===== src/rtl/uart_rx_fifo.sv =====
// Purpose: buffers bytes from a UART receiver in a DEPTH-entry ring and exposes them on a simple CPU bus (DATA at 0x0, STATUS at 0x4).
// Latency: a byte pushed at edge N is visible to a DATA read issued from the next cycle on; bus accesses complete with mem_ready one cycle after the request is sampled.
// Backpressure: none toward the receiver (bytes arriving while full are dropped and flagged); the bus side never stalls beyond the fixed one-cycle response.
module uart_rx_fifo #(
  parameter int DEPTH = 16
) (
  input  logic        clk,
  input  logic        resetn,
  input  logic [7:0]  rx_data,
  input  logic        rx_valid,
  input  logic        mem_valid,
  input  logic [3:0]  mem_addr,
  input  logic [3:0]  mem_wstrb,
  input  logic [31:0] mem_wdata,
  output logic        mem_ready,
  output logic [31:0] mem_rdata,
  output logic        irq
);

  localparam int            AW       = $clog2(DEPTH);
  localparam logic [AW:0]   FULL_CNT = (AW+1)'(DEPTH);
  localparam logic [3:0]    ADDR_DATA   = 4'h0;
  localparam logic [3:0]    ADDR_STATUS = 4'h4;

  // Storage and state
  logic [7:0]    r_mem [DEPTH];
  logic [AW-1:0] r_wr_ptr;
  logic [AW-1:0] r_rd_ptr;
  logic [AW:0]   r_count;
  logic          r_ovf;
  logic          r_ready;
  logic [31:0]   r_rdata;
  logic          r_irq;

  // Decoded request and next-state values
  logic          w_req;
  logic          w_read;
  logic          w_empty;
  logic          w_full;
  logic          w_pop;
  logic          w_flush;
  logic          w_clr;
  logic          w_push;
  logic          w_drop;
  logic [31:0]   w_status;
  logic [31:0]   w_rdata_nxt;
  logic [AW:0]   w_count_nxt;
  logic          w_unused_wdata;

  assign w_unused_wdata = ^{mem_wdata[31:20], mem_wdata[17:0]};

  // Bus decode, push/pop arbitration and the registered read-data value
  always_comb begin
    w_req       = mem_valid & ~r_ready;  // a request is accepted once; the ack cycle itself is never a new request
    w_read      = (mem_wstrb == 4'b0000);
    w_empty     = (r_count == '0);
    w_full      = (r_count == FULL_CNT);
    w_pop       = w_req & w_read & (mem_addr == ADDR_DATA) & ~w_empty;
    w_flush     = w_req & ~w_read & (mem_addr == ADDR_STATUS) & mem_wstrb[2] & mem_wdata[19];
    w_clr       = w_req & ~w_read & (mem_addr == ADDR_STATUS) & mem_wstrb[2] & mem_wdata[18];
    // A pop in the same cycle frees a slot, so a full FIFO can still accept; flush discards everything including the incoming byte.
    w_push      = rx_valid & (~w_full | w_pop) & ~w_flush;
    w_drop      = rx_valid & w_full & ~w_pop & ~w_flush;

    w_status        = '0;
    w_status[AW:0]  = r_count;
    w_status[16]    = w_empty;
    w_status[17]    = w_full;
    w_status[18]    = r_ovf;

    w_rdata_nxt = '0;
    if (w_req && w_read) begin
      if (mem_addr == ADDR_DATA) begin
        w_rdata_nxt = w_empty ? 32'hFFFF_FFFF : {24'h0, r_mem[r_rd_ptr]};
      end else if (mem_addr == ADDR_STATUS) begin
        w_rdata_nxt = w_status;  // snapshot before any same-cycle push
      end
    end

    w_count_nxt = r_count;
    if (w_flush) begin
      w_count_nxt = '0;
    end else if (w_push && !w_pop) begin
      w_count_nxt = r_count + 1'b1;
    end else if (w_pop && !w_push) begin
      w_count_nxt = r_count - 1'b1;
    end
  end

  // Pointers, occupancy and overflow flag; flush and reset return the ring to empty
  always_ff @(posedge clk or negedge resetn) begin
    if (!resetn) begin
      r_wr_ptr <= '0;
      r_rd_ptr <= '0;
      r_count  <= '0;
      r_ovf    <= 1'b0;
    end else begin
      r_count <= w_count_nxt;
      if (w_flush) begin
        r_wr_ptr <= '0;
        r_rd_ptr <= '0;
      end else begin
        if (w_push) r_wr_ptr <= r_wr_ptr + 1'b1;
        if (w_pop)  r_rd_ptr <= r_rd_ptr + 1'b1;
      end
      // Setting has priority so a byte lost in the clearing cycle stays visible.
      if (w_drop) begin
        r_ovf <= 1'b1;
      end else if (w_clr) begin
        r_ovf <= 1'b0;
      end
    end
  end

  // Byte storage; contents are unreachable while empty so they are not reset
  always_ff @(posedge clk) begin
    if (w_push) r_mem[r_wr_ptr] <= rx_data;
  end

  // Single-cycle bus acknowledge with read data, plus registered interrupt
  always_ff @(posedge clk or negedge resetn) begin
    if (!resetn) begin
      r_ready <= 1'b0;
      r_rdata <= '0;
      r_irq   <= 1'b0;
    end else begin
      r_ready <= w_req;
      r_rdata <= w_rdata_nxt;
      r_irq   <= (r_count != '0);
    end
  end

  assign mem_ready = r_ready;
  assign mem_rdata = r_rdata;
  assign irq       = r_irq;

endmodule


===== config.mk =====
export PLATFORM = sky130hd
export DESIGN_NAME = uart_rx_fifo
export DESIGN_NICKNAME = d
export VERILOG_FILES = /design/src/rtl/uart_rx_fifo.sv
export SDC_FILE = /design/constraint.sdc
export NUM_CORES = 1
export LEC_CHECK = 0
export BUFFER_PORTS_ARGS = -buffer_cell sky130_fd_sc_hd__buf_2
export CAP_MARGIN = 20
export CELL_PAD_IN_SITES_DETAIL_PLACEMENT = 1
export CELL_PAD_IN_SITES_GLOBAL_PLACEMENT = 1
export CORE_MARGIN = 2
export CORE_UTILIZATION = 40
export CTS_BUF_LIST = sky130_fd_sc_hd__clkbuf_4
export DETAILED_ROUTE_END_ITERATION = 8
export GPL_ROUTABILITY_DRIVEN = 0
export PLACE_DENSITY = 0.72
export SYNTH_ARGS = -nofsm -noshare
export SYNTH_HDL_FRONTEND = slang
export SYNTH_SLANG_ARGS = --single-unit

===== constraint.sdc =====
create_clock -name clk -period 5.9 [get_ports clk]
set_clock_uncertainty 0.05 [all_clocks]
set_input_delay 0.295 -clock clk [delete_from_list [all_inputs] [get_ports clk]]
set_output_delay 0.295 -clock clk [all_outputs]
set_load 0.01 [all_outputs]

# Word-level counts from Yosys, hierarchy flattened
# Memories as Yosys holds them, arrays and structs flattened.
# Cells that the tools add are included.
[word_totals]
mem_count = 1
out_inout_bits = 34
mem_bits_rw = 128
wordCells = 63
in_bits = 52
regBits = 48
[op_classes]
reduce_logical = 13
add_sub_neg = 4
eq_ne = 2
bitwise = 21
n_mux = 15
[mem_list]
columns = ["memory", "depth", "width", "rd", "rd_ports_with_merged_regs", "wr", "line_no", "source"]
rows = [
  ["r_mem", 16, 8, 1, 0, 1, "26", "logic [7:0] r_mem [DEPTH];"],
]
[ops]
columns = ["op", "n"]
rows = [
  ["32-bit two-way mux", 3],
  ["19-bit two-way mux", 1],
  ["4-bit two-way mux", 4],
  ["5-bit two-way mux", 3],
  ["1-bit bitwise AND", 14],
  ["4-bit by 1-bit adder with 4-bit output, second input constant", 2],
  ["4-bit zero test", 2],
  ["1-bit inverter", 6],
  ["2-bit nonzero test", 3],
  ["5-bit by 1-bit adder with 5-bit output, second input constant", 1],
  ["5-bit == test, second input constant", 1],
  ["5-bit zero test", 1],
  ["5-bit nonzero test", 1],
  ["5-bit by 1-bit subtractor with 5-bit output, second input constant", 1],
  ["4-bit by 3-bit == test with 1-bit output, second input constant", 1],
  ["1-bit two-way mux", 4],
  ["1-bit logical AND", 3],
  ["3-bit nonzero test", 1],
  ["1-bit zero test", 2],
  ["1-bit OR", 1],
]

# Depth between registers and ports, before layout
# Gate-level depths: netlist of run 1.
[logic_depth]
word_depth = 13
mapped_depth = 13
ltp_nobuf = 11

# Worst setup path before layout of run 1
# OpenSTA, ideal clock, no wires.
[synth_timing]
kind = "reg2reg"
start = "reg r_count[0]"
end = "reg r_count[4]"
t_required_ns = 5.768
arrival_time_ns = 2.784
slack_ns = 2.984
setup_ns = 0.082
path_stages_with_launch = 10
period_less_slack_ns = 2.916
cell_sequence = "dfrtp_1 or4_1 o2111ai_2 nand2_1 fa_1 nand3_1 nand2_1 and3_1 or3b_1 a31oi_1"
[synth_between]
elab_chain_cells = 9
[synth_lines]
columns = ["item", "line_no", "source"]
rows = [
  ["from (decl)", "29", "logic [AW:0] r_count;"],
  ["from (signal assigned)", "98", "r_count <= w_count_nxt;"],
  ["5-bit zero test", "56", "w_empty = (r_count == '0);"],
  ["1-bit inverter", "58", "w_pop = w_req & w_read & (mem_addr == ADDR_DATA) & ~w_empty;"],
  ["1-bit bitwise AND", "58", ""],
  ["1-bit OR", "62", "w_push = rx_valid & (~w_full | w_pop) & ~w_flush;"],
  ["1-bit bitwise AND (2 in a row)", "62", ""],
  ["1-bit logical AND or 1-bit zero test (tied branches)", "83, 85", ""],
  ["5-bit two-way mux or 1-bit logical AND (tied branches)", "83, 85", ""],
  ["5-bit two-way mux or 3-bit nonzero test (tied branches)", "n/a", ""],
]
# Parallel ways exist; a longest one is shown, timed or not. The select of a mux whose other input is x is not followed.
# A chain may end at the register's enable or synchronous reset.

# Final worst setup path of run 1
[layout_timing]
start = "reg r_ready (netlist: mem_ready)"
end = "reg r_count[4]"
[layout_between]
elab_chain_cells = 11
[layout_lines]
columns = ["item", "line_no", "source"]
rows = [
  ["from (decl)", "31", "logic r_ready;"],
  ["from (signal assigned)", "127", "r_ready <= w_req;"],
  ["1-bit inverter *", "54", "w_req = mem_valid & ~r_ready;"],
  ["1-bit bitwise AND *", "54", ""],
  ["1-bit bitwise AND, on equally long branches (3 in a row)", "58, 59", ""],
  ["1-bit OR or 1-bit bitwise AND (tied branches)", "62, 59", ""],
  ["1-bit bitwise AND or 1-bit inverter (tied branches)", "62", ""],
  ["1-bit bitwise AND", "62", ""],
  ["1-bit logical AND or 1-bit zero test (tied branches)", "83, 85", ""],
  ["5-bit two-way mux or 1-bit logical AND (tied branches)", "83, 85", ""],
  ["5-bit two-way mux or 3-bit nonzero test (tied branches)", "n/a", ""],
]
# Mark *: on every way between the ends. The rest lies on a longest branch, timed or not.

==> results of run 1 <==
-- kinds of logic after synthesis --
logic type	after synthesis
flip-flops	156
AO/OA/AOI/OAI	40
XOR/XNOR	7
AND/OR/NAND/NOR	89
adder cells (fa/ha/maj)	10
buffers and inverters	39
multiplexers	43
-- flip-flops by register name, indices dropped and copies added, names as in the netlist --
signal	flops
irq	1
mem_rdata	12
mem_ready	1
r_count	5
r_mem	128
r_ovf	1
r_rd_ptr	4
r_wr_ptr	4
-- power by group through the flow --
| stage | logic [mW] | clock network [mW] | registers [mW] |
|---|---|---|---|
| 2_1_floorplan | 0.288 | 0 | 1.40 |
| 3_3_place_gp | 0.385 | 0 | 1.42 |
| 3_5_place_dp | 0.404 | 0 | 1.44 |
| 4_1_cts | 0.408 | 0.727 | 1.41 |
| 5_1_grt | 0.441 | 0.764 | 1.43 |
| 6_report | 0.398 | 0.715 | 1.41 |
-- how the worst max path moves through the flow --
stage | from | end | slack, ps | depth (start not counted)
2_1_floorplan | r_count[0] | r_count[4] | 2980 | 9
3_3_place_gp | mem_valid | r_count[4] | 2290 | 12
3_5_place_dp | mem_valid | r_count[4] | 2170 | 12
4_1_cts | mem_ready | r_count[4] | 2160 | 11
5_1_grt | mem_ready | r_count[4] | 1890 | 11
6_report | mem_ready | r_count[4] | 2200 | 11
-- cell usage after synthesis (2+ instances only) --
library cell	number	area, um^2
edfxtp_1	128	3844
nor4_4	3	63.81
a2111oi_0	5	43.79
nand3_1	9	45.04
nand2b_1	2	12.51
a31oi_1	4	25.02
mux2_2	3	33.78
mux2i_1	11	110.1
mux4_2	29	653.1
buf_2	8	40.04
a311oi_1	3	26.28
dfrtp_1	28	700.7
buf_1	2	7.510
ha_1	9	112.6
nand2_1	11	41.29
clkbuf_1	2	7.510
nor2b_1	14	87.58
nor4b_4	2	47.55
o21ai_0	5	25.02
inv_1	2	7.510
and2_1	17	106.4
nor3_1	5	25.02
xor2_1	4	35.03
buf_4	25	187.7
a211oi_1	8	60.06
a21oi_1	5	25.02
xnor2_1	3	26.28
nor2_1	14	52.55
-- per-layer routing --
layer	vias to the layer above	wire (um)	GRT usage (%)
met4	0	155	5.615
met3	12	726	4.110
met1	1845	6118	21.55
met2	90	7458	29.12
met5	-	0	0
li1	1580	-	-
-- critical path: stages (launching register included) --
cell and delay [ps]:
dfrtp_1 400, nor2b_1 390, and4_1 340, and2_1 790, nor2_1 100, nand2_1 230, ha_1 310, a21oi_1 150
nand2_1 120, and3_1 210, or3b_1 370, a31oi_1 150
-- layout make-up --
| type | instances | share of cell area, % |
|---|---|---|
| repair buffers | 61 | 4.469 |
| clock buffers | 19 | 1.930 |
| flip-flops and latches | 156 | 61.49 |
| inverters | 2 | 0.1016 |
| well taps | 220 | 3.724 |
| multi-input cells | 189 | 25.93 |
| clock inverters | 13 | 2.353 |
-- stage by stage --
| step | utilization [%] | cells |
|---|---|---|
| 2_1_floorplan | - | 384 |
| 3_3_place_gp | 42.73 | 624 |
| 3_5_place_dp | 42.73 | 624 |
| 4_1_cts | 44.89 | 660 |
| 5_1_grt | 44.89 | 660 |
| 6_report | 44.89 | 660 |
==> results.cfg, run 1 <==
[layout]
syn2layout_area_growth_pct = 10.14
diodes = 0
seq_area_mm2 = 0.004546
drive_above_1_share_pct = 30.91
fin_nets = 489
final_area_mm2 = 0.007392
fillers = 1641
final_common_cell = edfxtp_1
multiInputGateArea_mm2 = 0.001917
layout_common_cells = edfxtp_1 (128), buf_2 (55), mux4_2 (29)

[setup_path]
reg2reg_from = mem_ready
worstSetupPathType = flip-flop to flip-flop
cp-start-kind = flip-flop
regToRegSetupSlack_ps = 2200
rr_endpoint = r_count[4]
critical_path_required_ps = 6320
rr_worst_depth = 11
path_max_fanout = 18
crit_arrival_ps = 4120
cp-end-kind = flip-flop

[clock_network]
cts_setup_buffers = 0
cts-resized-gates = 0
htree_levels = 4
cts_hold_buf = 4
numCtsBuffers = 17
cts_tree = done
insertion_delay_ps = 550
clockBufferDepth = 2
cts_root_buf = clkbuf_4
clkTransAtPathRegs_ps = 130
cts_sinks = 156

[hold_path]
min_from = mem_addr[2]
min_path_cells = 2
hold_end = mem_rdata[30]
worst_hold_path_type = input pin to flip-flop

[logic_synthesis]
ys_seq_area_share_pct = 67.71
synthXorXnorAreaFrac_pct = 0.9135
yosys.area_share.simple_pct = 8.874
yosysUniqueCellTypes = 51
synth_nets = 446
syn_area_per_cell_um2 = 17.48
synthCells = 384
ys_async_sr_fraction_pct = 17.95
yosysWarningCount = 0
synth_top_family_by_area = multiplexers
synth_fa_ha_area_share_pct = 1.976
syn_area_mm2 = 0.006711
synth_edf_count = 128
synthMuxAreaShare_pct = 11.88
synth_compound_area_share_pct = 4.922
dominantRegCellSynth = edfxtp_1
ys_seq_elements = 156

[timing]
rsz0062_at_grt = no
tns_ps = 0
worst_pin_slew_ps = 1061
fin_crit_sh_pct = 62.74
setup_ws_ps = 2198
hold_violations = 0
holdWs_ps = 63.17
relSlewSlack_pct = 29.25
max_freq_mhz = 270.1
finalSetupViolCount = 0
min_period_ps = 3702
drv_slew = 0

[outcome]
status = finished, final reports clean

[power_and_ir_drop]
power.density_mw_per_mm2 = 341.2
clkPwrFrac_pct = 28.4
p_seq_share_pct = 55.8
p_leak_nw = 2.531
ir_drop_v = 0.0001607
p_int_mw = 1.834
switching_share_pct = 27.27
p_comb_share_pct = 15.8
power_mw = 2.522
p_sw_mw = 0.6876

[detailed_routing]
first_iter_violations = 245
ant_nets = 0
drc = 0
routedWlPerCell_um = 21.91
via_per_inst = 5.344
num_vias = 3527
first_pass_iters = 5
routed_wl_mm = 14.46

[grt]
grt.total_usage_pct = 17.08
grt_antenna_before_repair = 0
grt_pass1_vias = 3792
grt-ovfl-total = 0
grt_max_degree = 33
grt_pass1_wl_mm = 22.09

[floorplanning]
initial_core_util_pct = 40.76
core_mm2 = 0.01647
rows = 47
die_area_mm2 = 0.01783
dieWidth_um = 133.5
ioPinCount = 86
die_h_um = 133.5

[place]
place_ws_ps = 2170
port_buffers = 55
post-dp-hpwl_mm = 9.549
placed_area_mm2 = 0.007036

[job]
maxCapViolCount = 0
Note: power is estimated with default switching activity, not from simulation.
==> inputs of run 2 (changes only) <==
--- a/config.mk
+++ b/config.mk
@@ -14,7 +14,7 @@
 export CTS_BUF_LIST = sky130_fd_sc_hd__clkbuf_4
 export DETAILED_ROUTE_END_ITERATION = 8
 export GPL_ROUTABILITY_DRIVEN = 0
-export PLACE_DENSITY = 0.72
+export PLACE_DENSITY = 0.75
 export SYNTH_ARGS = -nofsm -noshare
 export SYNTH_HDL_FRONTEND = slang
 export SYNTH_SLANG_ARGS = --single-unit
==> constraint.sdc (replaced) <==
create_clock -name clk -period 3.31 [get_ports clk]
set_clock_uncertainty 0.05 [all_clocks]
set_input_delay 0.1655 -clock clk [delete_from_list [all_inputs] [get_ports clk]]
set_output_delay 0.1655 -clock clk [all_outputs]
set_load 0.01 [all_outputs]
==> run 2 against run 1 <==
Effect of this change: worst setup slack got worse by 2000 ps; critical path type unchanged; power is 68% higher; worst hold slack gained 59 ps; non-clock buffer count increased by 23; highest routed layer unchanged.
==> results.cfg, run 2 (same netlist as run 1, synthesis figures left out) <==
[clock_network]
numCtsBuffers = 17
clockBufferDepth = 2
cts_sinks = 156
cts_hold_buf = 18
cts_root_buf = clkbuf_4
cts-resized-gates = 0
insertion_delay_ps = 540
cts_tree = done
clkTransAtPathRegs_ps = 130
htree_levels = 4
cts_setup_buffers = 0

[detailed_routing]
num_vias = 3606
drt-met1-wl_mm = 6.056
routedWlPerCell_um = 21.01
ant_nets = 0
via_per_inst = 5.280
routed_wl_mm = 14.35
top_layer_used = met4
first_pass_iters = 4
first_iter_violations = 237
drc = 0
wl_met2_mm = 7.265
wl_met3_um = 926

[power_and_ir_drop]
ir_drop_v = 0.0002292
p_seq_share_pct = 59.3
clkPwrFrac_pct = 23.1
p_leak_nw = 2.593
power_mw = 4.236
p_sw_mw = 1.228
power.density_mw_per_mm2 = 564.0
switching_share_pct = 28.98
p_comb_share_pct = 17.7
p_int_mw = 3.009

[grt]
grt_max_degree = 29
grt_antenna_before_repair = 0
grt_pass1_wl_mm = 22.82
grt_pass1_vias = 3926
grt.total_usage_pct = 17.33
grt-ovfl-total = 0

[layout]
diodes = 0
final_area_mm2 = 0.007511
fillers = 1637
largest_reg_flops = 128
syn2layout_area_growth_pct = 11.91
fin_nets = 512
layout.cells.non_filler = 683
top_register = r_mem
drive_above_1_share_pct = 31.10
final_common_cell = edfxtp_1
layout_common_cells = edfxtp_1 (128), buf_2 (55), mux4_2 (29)
utilization_pct = 45.62

[place]
placed_area_mm2 = 0.007103
port_buffers = 55
post-dp-hpwl_mm = 9.688
place_ws_ps = 244.1
place_inst = 633

[timing]
holdWs_ps = 122.0
rsz0062_at_grt = no
min_period_ps = 3096
finalSetupViolCount = 0
hold_violations = 0
fin_crit_sh_pct = 93.52
setup_ws_ps = 214.4
max_freq_mhz = 323.0
drv_slew = 0
relSlewSlack_pct = 34.00
tns_ps = 0
worst_pin_slew_ps = 990.0

[setup_path]
worstSetupPathType = flip-flop to flip-flop
path_max_fanout = 6
reg2reg_from = r_count[0]
critical_path.startpoint = r_count[0]
critical_path_required_ps = 3730
cp-start-kind = flip-flop
crit_arrival_ps = 3510
cp-end-kind = flip-flop

[hold_path]
worst_hold_path_type = input pin to async pin

[floorplanning]
initial_core_util_pct = 40.76
die_h_um = 133.5
core_mm2 = 0.01647
dieWidth_um = 133.5
ioPinCount = 86
die_area_mm2 = 0.01783
rows = 47

[job]
maxCapViolCount = 0

[outcome]
status = finished, final reports clean
## run 2: layer usage
layer / up-vias / track usage (%)
met1: 1868 / 22.39
li1: 1623 / -
met3: 9 / 4.490
met4: 0 / 3.664
met2: 106 / 29.73
met5: - / 0
## run 2: worst paths after layout
kind	slack [ps]	endpoint	depth (start not counted)
setup / recovery	210	r_count[4]	9
hold / removal	120	r_ovf	2
setup reg to reg	210	r_count[4]	9
hold reg to reg	540	mem_rdata[18]	2
max in group asynchronous	2630	r_rd_ptr[0]	2
min in group clk	120	mem_rdata[7]	5
## run 2: final cells by class
| cell class | count | area, um^2 | area share, % |
|---|---|---|---|
| repair buffers | 84 | 538.0 | 7.163 |
| flip-flops and latches | 156 | 4546 | 60.52 |
| inverters | 2 | 7.507 | 0.09995 |
| clock buffers | 20 | 150.1 | 1.999 |
| well taps | 220 | 275.3 | 3.665 |
| clock inverters | 12 | 77.57 | 1.033 |
| multi-input cells | 189 | 1917 | 25.52 |
## run 2: critical path, cell delays in order (launching register included)
cell       delay, ps
dfrtp_1          490
or4_1            610
o2111ai_2        220
nand2_1          200
fa_1             470
nand3_1          110
nand2_1          110
and3_1           220
or3b_1           370
a31oi_1          160
## run 2: power groups by stage
stage               logic [mW]  registers (mW)  clock network [mW]
floorplan                0.513            2.50                   0
global placement         0.677            2.54                   0
detailed placement       0.721            2.56                   0
CTS                      0.758            2.52                1.01
global route             0.823            2.54                1.09
finish                   0.748            2.51               0.977
